## config.mk

```make
export PLATFORM = sky130hd
export DESIGN_NAME = tpm_product_feeder
export DESIGN_NICKNAME = d
export VERILOG_FILES = /design/src/rtl/tpm_product_feeder.sv
export SDC_FILE = /design/constraint.sdc
export NUM_CORES = 1
export LEC_CHECK = 0
export ABC_AREA = 1
export CORE_ASPECT_RATIO = 0.5
export CORE_MARGIN = 3
export CORE_UTILIZATION = 45
export DETAILED_ROUTE_END_ITERATION = 12
export MAX_ROUTING_LAYER = met4
export PLACE_DENSITY = 0.74
export SYNTH_ARGS = -nofsm -noshare
export SYNTH_HDL_FRONTEND = slang
export SYNTH_SLANG_ARGS = --single-unit
```

## constraint.sdc

```tcl
create_clock -name clk -period 1.8 [get_ports clk]
set_clock_uncertainty 0.15 [all_clocks]
set_input_delay 0.36 -clock clk [delete_from_list [all_inputs] [get_ports clk]]
set_output_delay 0.36 -clock clk [all_outputs]
set_load 0.005 [all_outputs]
```

## src/rtl/tpm_product_feeder.sv

```systemverilog
// Product feeder for the TPM hidden-unit accumulator: captures N weights/inputs on start,
// clears the accumulator, streams N signed products, then pulses done. Option: WEIGHT_CLIP_EN.
module tpm_weight_lane #(
  parameter int WW = 4,
  parameter int L  = 3
) (
  input  logic [WW-1:0] w,
  input  logic          x,
  output logic [WW:0]   prod
);
  logic signed [WW:0] wx, wc;

  // One extra bit so that negating the most negative weight cannot overflow
  assign wx = {w[WW-1], w};

`ifdef WEIGHT_CLIP_EN
  localparam logic signed [WW:0] LIM = (WW+1)'(L);

  always_comb begin
    wc = wx;
    if (wx > LIM)       wc = LIM;
    else if (wx < -LIM) wc = -LIM;
  end
`else
  assign wc = wx;
`endif

  assign prod = x ? wc : -wc;
endmodule

module tpm_product_feeder #(
  parameter int N  = 8,
  parameter int WW = 4,
  parameter int FW = 13,
  parameter int L  = 3
) (
  input  logic            clk,
  input  logic            rst,
  input  logic            start,
  input  logic [N*WW-1:0] w_flat,
  input  logic [N-1:0]    x_bits,
  input  logic            hold,
  output logic            acc_clr,
  output logic [FW-1:0]   feed,
  output logic            addflag,
  output logic            busy,
  output logic            done
);
  localparam int IW = $clog2(N + 1);

  typedef enum logic [1:0] {IDLE, CLEAR, FEED, DONE} state_t;

  state_t               state, nstate;
  logic [N-1:0][WW-1:0] w_q;
  logic [N-1:0]         x_q;
  logic [IW-1:0]        idx, idx_n;
  logic [N-1:0][WW:0]   prod;
  logic [WW:0]          sel;
  logic [FW-1:0]        feed_n;
  logic                 acc_clr_n, addflag_n, done_n, busy_n, cap;

`ifndef WEIGHT_CLIP_EN
  localparam int unused_l = L;
`endif

  for (genvar i = 0; i < N; i++) begin : g_lane
    tpm_weight_lane #(.WW(WW), .L(L)) u_lane (
      .w    (w_q[i]),
      .x    (x_q[i]),
      .prod (prod[i])
    );
  end

  always_comb begin
    sel = '0;
    for (int i = 0; i < N; i++)
      if (idx == IW'(i)) sel = prod[i];
  end

  // Outputs are registered from the state being entered, so they line up with the state
  always_comb begin
    nstate    = state;
    idx_n     = idx;
    feed_n    = feed;
    acc_clr_n = 1'b0;
    addflag_n = 1'b0;
    done_n    = 1'b0;
    cap       = 1'b0;
    case (state)
      IDLE: if (start) begin
        nstate    = CLEAR;
        cap       = 1'b1;
        idx_n     = '0;
        acc_clr_n = 1'b1;
      end
      CLEAR: begin
        nstate    = FEED;
        feed_n    = FW'($signed(sel));
        addflag_n = 1'b1;
        idx_n     = idx + 1'b1;
      end
      FEED: if (!hold) begin
        if (idx == IW'(N)) begin
          nstate = DONE;
          done_n = 1'b1;
        end else begin
          feed_n    = FW'($signed(sel));
          addflag_n = 1'b1;
          idx_n     = idx + 1'b1;
        end
      end
      DONE: nstate = IDLE;
      default: nstate = IDLE;
    endcase
    busy_n = (nstate != IDLE);
  end

  always_ff @(posedge clk or negedge rst) begin
    if (!rst) begin
      state   <= IDLE;
      idx     <= '0;
      w_q     <= '0;
      x_q     <= '0;
      feed    <= '0;
      acc_clr <= 1'b0;
      addflag <= 1'b0;
      busy    <= 1'b0;
      done    <= 1'b0;
    end else begin
      state   <= nstate;
      idx     <= idx_n;
      feed    <= feed_n;
      acc_clr <= acc_clr_n;
      addflag <= addflag_n;
      busy    <= busy_n;
      done    <= done_n;
      if (cap) begin
        w_q <= w_flat;
        x_q <= x_bits;
      end
    end
  end
endmodule

```

# After elaboration in Yosys (flattened, before gate mapping)
# Index checks and enable logic that the tools add are counted.
# W data, S select, Z words.
dict set report totals {
  register_bits 63
  out_inout_bits 17
  inputBits 44
  word_cells 81
}
dict set report classes {
  n_eq_ne 14
  reduce_logical 7
  muxes 35
  add_sub_neg 9
}
# op count
set op_table {}
lappend op_table {{$mux W5} 16}
lappend op_table {{$neg A4 Y5} 8}
lappend op_table {{$mux W13} 2}
lappend op_table {{$pmux W13 S2} 1}
lappend op_table {{$eq A4 B3 Y1 const B} 4}
lappend op_table {{$mux W4} 3}
lappend op_table {{$pmux W4 S3} 1}
lappend op_table {{$eq A4 B2 Y1 const B} 2}
lappend op_table {{$pmux W2 S4} 1}
lappend op_table {{$mux W1} 7}
lappend op_table {{$mux W2} 3}
lappend op_table {{$ne A2 B2 Y1 const B} 3}
lappend op_table {{$add A4 B1 Y4 const B} 1}
lappend op_table {{$eq A2 B2 Y1 const B} 2}
lappend op_table {{$eq A4 B1 Y1 const B} 1}
lappend op_table {{$eq A4 B4 Y1 const B} 1}
lappend op_table {{$logic_not A4 Y1} 1}
lappend op_table {{$reduce_and A4 Y1} 1}
lappend op_table {{$reduce_bool A2 Y1} 2}
lappend op_table {{$reduce_and A3 Y1} 1}
lappend op_table {{$reduce_bool A3 Y1} 1}
lappend op_table {{$eq A2 B1 Y1 const B} 1}
lappend op_table {{$logic_not A2 Y1} 1}
lappend op_table {{$pmux W1 S2} 1}

# Longest topological paths before layout
dict set report logic_depth {
  depth_word 13
  ltp_mapped 15
  depth_no_buf 15
}

# By module
# A second synthesis with hierarchy kept.
dict set report hier_totals {
  hier_cells 549
  hier_area_um2 3654.8
}
# module cells_per_inst seq_area_each_um2 area_each_um2 n_inst
set modules_own_cells {}
lappend modules_own_cells {tpm_product_feeder 373 1376.3 2773.9 1}
lappend modules_own_cells {tpm_weight_lane 22 0.0 110.1 8}

# Worst setup path before layout
# OpenSTA, ideal clock, no wires.
dict set report synth_timing {
  kind {reg2reg}
  from {register idx[1]}
  to {register feed[2]}
  period_less_slack_ns 1.722
  path_stages_with_launch 16
  path_slack_ns 0.078
  path_buffers 0
  required_time_ns 1.577
  setup_ns 0.073
  arrival_ns 1.500
  cell_sequence {dfrtp_1 inv_1 ha_1 inv_1 nand2_1 nor2_2 nand3_1 nand3_1 nand2_1 nand2_1 nand2_1 nand2_1 nand2_1 nand2_1 nand2_1 a21boi_2}
}
dict set report synth_via {
  elab_chain_len 12
  elab_cells_between_ends 22
  cone_classes {9 x eq/ne; 11 x mux; 2 x reduce/logical}
}
# element line_no
set synth_rtl {}
lappend synth_rtl {{from (decl)} 56} ;# logic [IW-1:0] idx, idx_n;
lappend synth_rtl {{from (signal assigned)} 131} ;# idx <= idx_n;
lappend synth_rtl {{$logic_not A4 Y1} 77} ;# if (idx == IW'(i)) sel = prod[i];
lappend synth_rtl {{$mux W5 (8 in a row)} 77}
lappend synth_rtl {{$mux W13} 103} ;# if (idx == IW'(N)) begin
lappend synth_rtl {{$mux W13} 102} ;# FEED: if (!hold) begin
lappend synth_rtl {{$pmux W13 S2} 89} ;# case (state)
lappend synth_rtl {{to (signal assigned)} 132} ;# feed <= feed_n;
lappend synth_rtl {{to (decl)} 44} ;# output logic [FW-1:0] feed,
# Parallel ways exist; a longest one is shown, timed or not. The select of a mux whose other input is x is not followed.
# A chain may end at the register's enable or synchronous reset.

# Final worst setup path
dict set report layout_timing {
  from {register idx[0]}
  to {register feed[3]}
}
# Same word-level chain as after synthesis.

==> summary.md <==
| Metric | Value |
|---|---|
| Fin crit share | `1.06` |
| Most frequent cell on the critical path | `nand2_1` |
| Worst Path Required | `1.89 ns` |
| Vias/cell | `5.07` |
| GRT overflow | `0` |
| Slowest stage delay, CP | `0.48 ns` |
| Vias after detailed routing | `3,242` |
| Cells after Synth | `456` |
| Placed instance count | `616` |
| Max_slew headroom | `0.682` |
| Worst setup EP type | `flop` |
| Num rows | `21` |
| Critical Path Start Type | `flop` |
| Delay-heaviest family, CP | `flip-flops` |
| Clock transition at path regs | `0.07 ns` |
| Primary FF master, synth | `dfrtp_1` |
| Antenna Cells | `0` |
| Synth cell count leaders | `nand2_1 (126), inv_1 (67), dfrtp_1 (55)` |
| DRT antenna net count | `0` |
| Outcome | `finished with violations` |
| Hold Crit Class | `reg2reg` |
| Number of flops mapped to enable cells by yosys | `0` |
| Final Hold Viols | `0` |
| Register bit total from synthesis | `55` |
| Lkg Pwr | `2.20 nW` |
| Initial core utilization | `0.482` |
| Peak supply drop | `0.676 mV` |
| Antenna violations before repair | `0` |
| Minimum clock period | `1.90 ns` |
| Final Slew Violations | `0` |
| Sequential-to-total area share from yosys stat | `0.413` |
| Max clock buf depth | `2` |
| Largest net degree at the start of global routing | `39` |
| Ys Warns | `0` |
| Synthesized net count | `517` |
| Later-pin clock latency in the skew report | `0.30 ns` |
| Failing checks | `negative setup slack` |
| Root Buffer | `clkbuf_16` |
| Core area | `6910 sq um` |
| Asr flop ratio synth | `1.00` |
| Area Overhead vs Synth | `36.6%` |
| Global-route wire length before repair | `13,700 um` |
| Unrepaired setup endpoints after global routing | `true` |
| Chip width | `128 um` |
| WL met3 | `368 um` |
| Layout Utilization | `0.658` |
| # IOs | `61` |
| Post-DP HPWL | `5780 um` |
| WL/cell | `12.9 um` |
| Drt initial violations | `217` |
| Final Setup Violations | `5` |
| Port Buf Inserts | `60` |
| Met2 routed WL | `3820 um` |
| Top-count cell post-synth | `nand2_1` |
| Nets@finish | `608` |
| Crit path cell chain | `inv_4 > ha_4 > nand3_1 > inv_2 > o21ai_1 > a21oi_1 > nor2_1 > nand2_1 > nand2_1 > nand2_1 > nand2_1 > a21oi_2` |
| Layout cells sized above 1 | `0.172` |
| Die Footprint | `8530 sq um` |
| Drt drc | `0` |
| Peak fanout along the critical path | `4` |
| Final cell count without fillers | `640` |
| Worst path bufs/invs | `2` |
| Slew at the pin closest to its max-slew limit | `0.477 ns` |
| Met1 wire length | `3960 um` |
| CTS tree | `done` |
| Number of global-route vias before repair | `3,074` |
| Data arrival time of the critical path | `1.99 ns` |
| CTS Buf Count | `5` |
| Pwr/cell area | `1650 nW/um^2` |
| Total track usage | `0.204` |
| DRT Pass-1 Iters | `5` |
| Worst setup margin | `-0.0997 ns` |
| Post-synth cell types | `29` |
| Synth Cell Area | `3330 sq um` |
| Max-cap viol count | `0` |
| FMAX | `0.526 GHz` |
| H-Tree Depth | `2` |
| Placer Congestion | `0.849` |
| Area contributors post-synth | `dfrtp_1 (41%), nand2_1 (14%), o21ai_0 (8.1%)` |
| Clock sinks | `55` |
| Yosys top cell area share | `0.413` |
| Area leader, netlist | `dfrtp_1` |
| Max layer used | `met4` |
| Critical-path cell with the highest stage delay | `dfrtp_2` |
| Crit Path Category | `reg2reg` |
| Die height | `66.8 um` |
| Avg Inst Size Synth | `7.30 sq um` |
| Routed wire length | `8280 um` |
[timing repair]
action / CTS / global route
hold buffers: 1 / 0
pin swaps: 6 / 6
resized for setup: 27 / 26
setup buffers: 8 / 7
setup endpoints to repair: 18 / 10
hold endpoints to repair: 18 / 0
[worst register-to-register path: stages (launching register included)]
cell and delay (ns):
dfrtp_2 0.48, inv_4 0.10, ha_4 0.15, nand3_1 0.16
inv_2 0.13, o21ai_1 0.09, a21oi_1 0.17, nor2_1 0.08
nand2_1 0.08, nand2_1 0.05, nand2_1 0.05, nand2_1 0.05
a21oi_2 0.10
[layout make-up]
type,count,area [sq um]
clock buffer,6,129
clock inverter,2,17.5
fill,588,2360
inverter,73,279
multi-input combinational,312,1710
sequential,55,1380
tap,92,115
timing repair buffer,100,920
[kinds of logic after synthesis]
| family | Yosys count | synth area share |
|---|---|---|
| DFF | 55 | 0.413 |
| adders and majority gates | 17 | 0.0639 |
| buffers and inverters | 89 | 0.110 |
| AOI/OAI and AO/OA | 103 | 0.171 |
| and+or+nand+nor | 192 | 0.242 |
[cells in the final DEF (no fill, tap or decap), types with 4 or more instances in the layout]
cell	count
nor2_4	5
o211ai_1	7
nand2_1	119
nand2_2	6
clkdlybuf4s50_1	50
buf_4	35
a21oi_1	23
o21ai_0	52
inv_2	12
clkbuf_16	5
ha_1	13
inv_1	59
nand3_1	25
nor2_1	23
dfrtp_1	52
nor3_1	4
o21ai_1	6
dlygate4sd2_1	9
[stage by stage]
| step | hold WS (ns) | setup WS, ns | setup TNS [ns] | instance area (sq um) | power [mW] |
|---|---|---|---|---|---|
| CTS | 0.361 | -0.0295 | -0.0679 | 4400 | 7.23 |
| detailed placement | 0.195 | -0.176 | -0.681 | 4150 | 6.11 |
| global placement | 0.193 | -0.0768 | -0.175 | 4150 | 6.03 |
| floorplan | -0.0856 | 0.0776 | 0 | 3330 | 4.76 |
| finish | 0.351 | -0.0997 | -0.393 | 4550 | 7.51 |
| global route | 0.391 | -0.233 | -1.17 | 4550 | 8.24 |
[path summary, 6_finish.rpt]
kind / cells past startpoint / slack, ns / to / startpoint
setup / recovery: 12 / -0.1 / feed[3] / idx[0]
hold / removal: 2 / 0.35 / feed[1] / feed[1]
setup reg to reg: 12 / -0.1 / feed[3] / idx[0]
hold reg to reg: 2 / 0.35 / feed[1] / feed[1]
max in group asynchronous: 3 / 0.56 / idx[0] / rst
min in group asynchronous: 2 / 0.40 / w_q[12] / rst
[state kept, by name, indices dropped and copies added, names as in the netlist]
signal	count
addflag	1
done	1
acc_clr	1
feed	5
busy	1
idx	4
x_q	8
state	2
w_q	32
[metal layers]
layer | vias to the layer above | GRT usage
met2 | 68 | 0.325
li1 | 1641 | -
met1 | 1520 | 0.272
met4 | 0 | 0.0542
met5 | - | -
met3 | 13 | 0.0400
[power breakdown]
group          internal (mW)  leakage [nW]  switching (mW)
combinational           1.86          1.45            2.45
clock                  0.522        0.0710           0.455
sequential              1.81         0.679           0.411
Power figures use the tool's default switching activity.
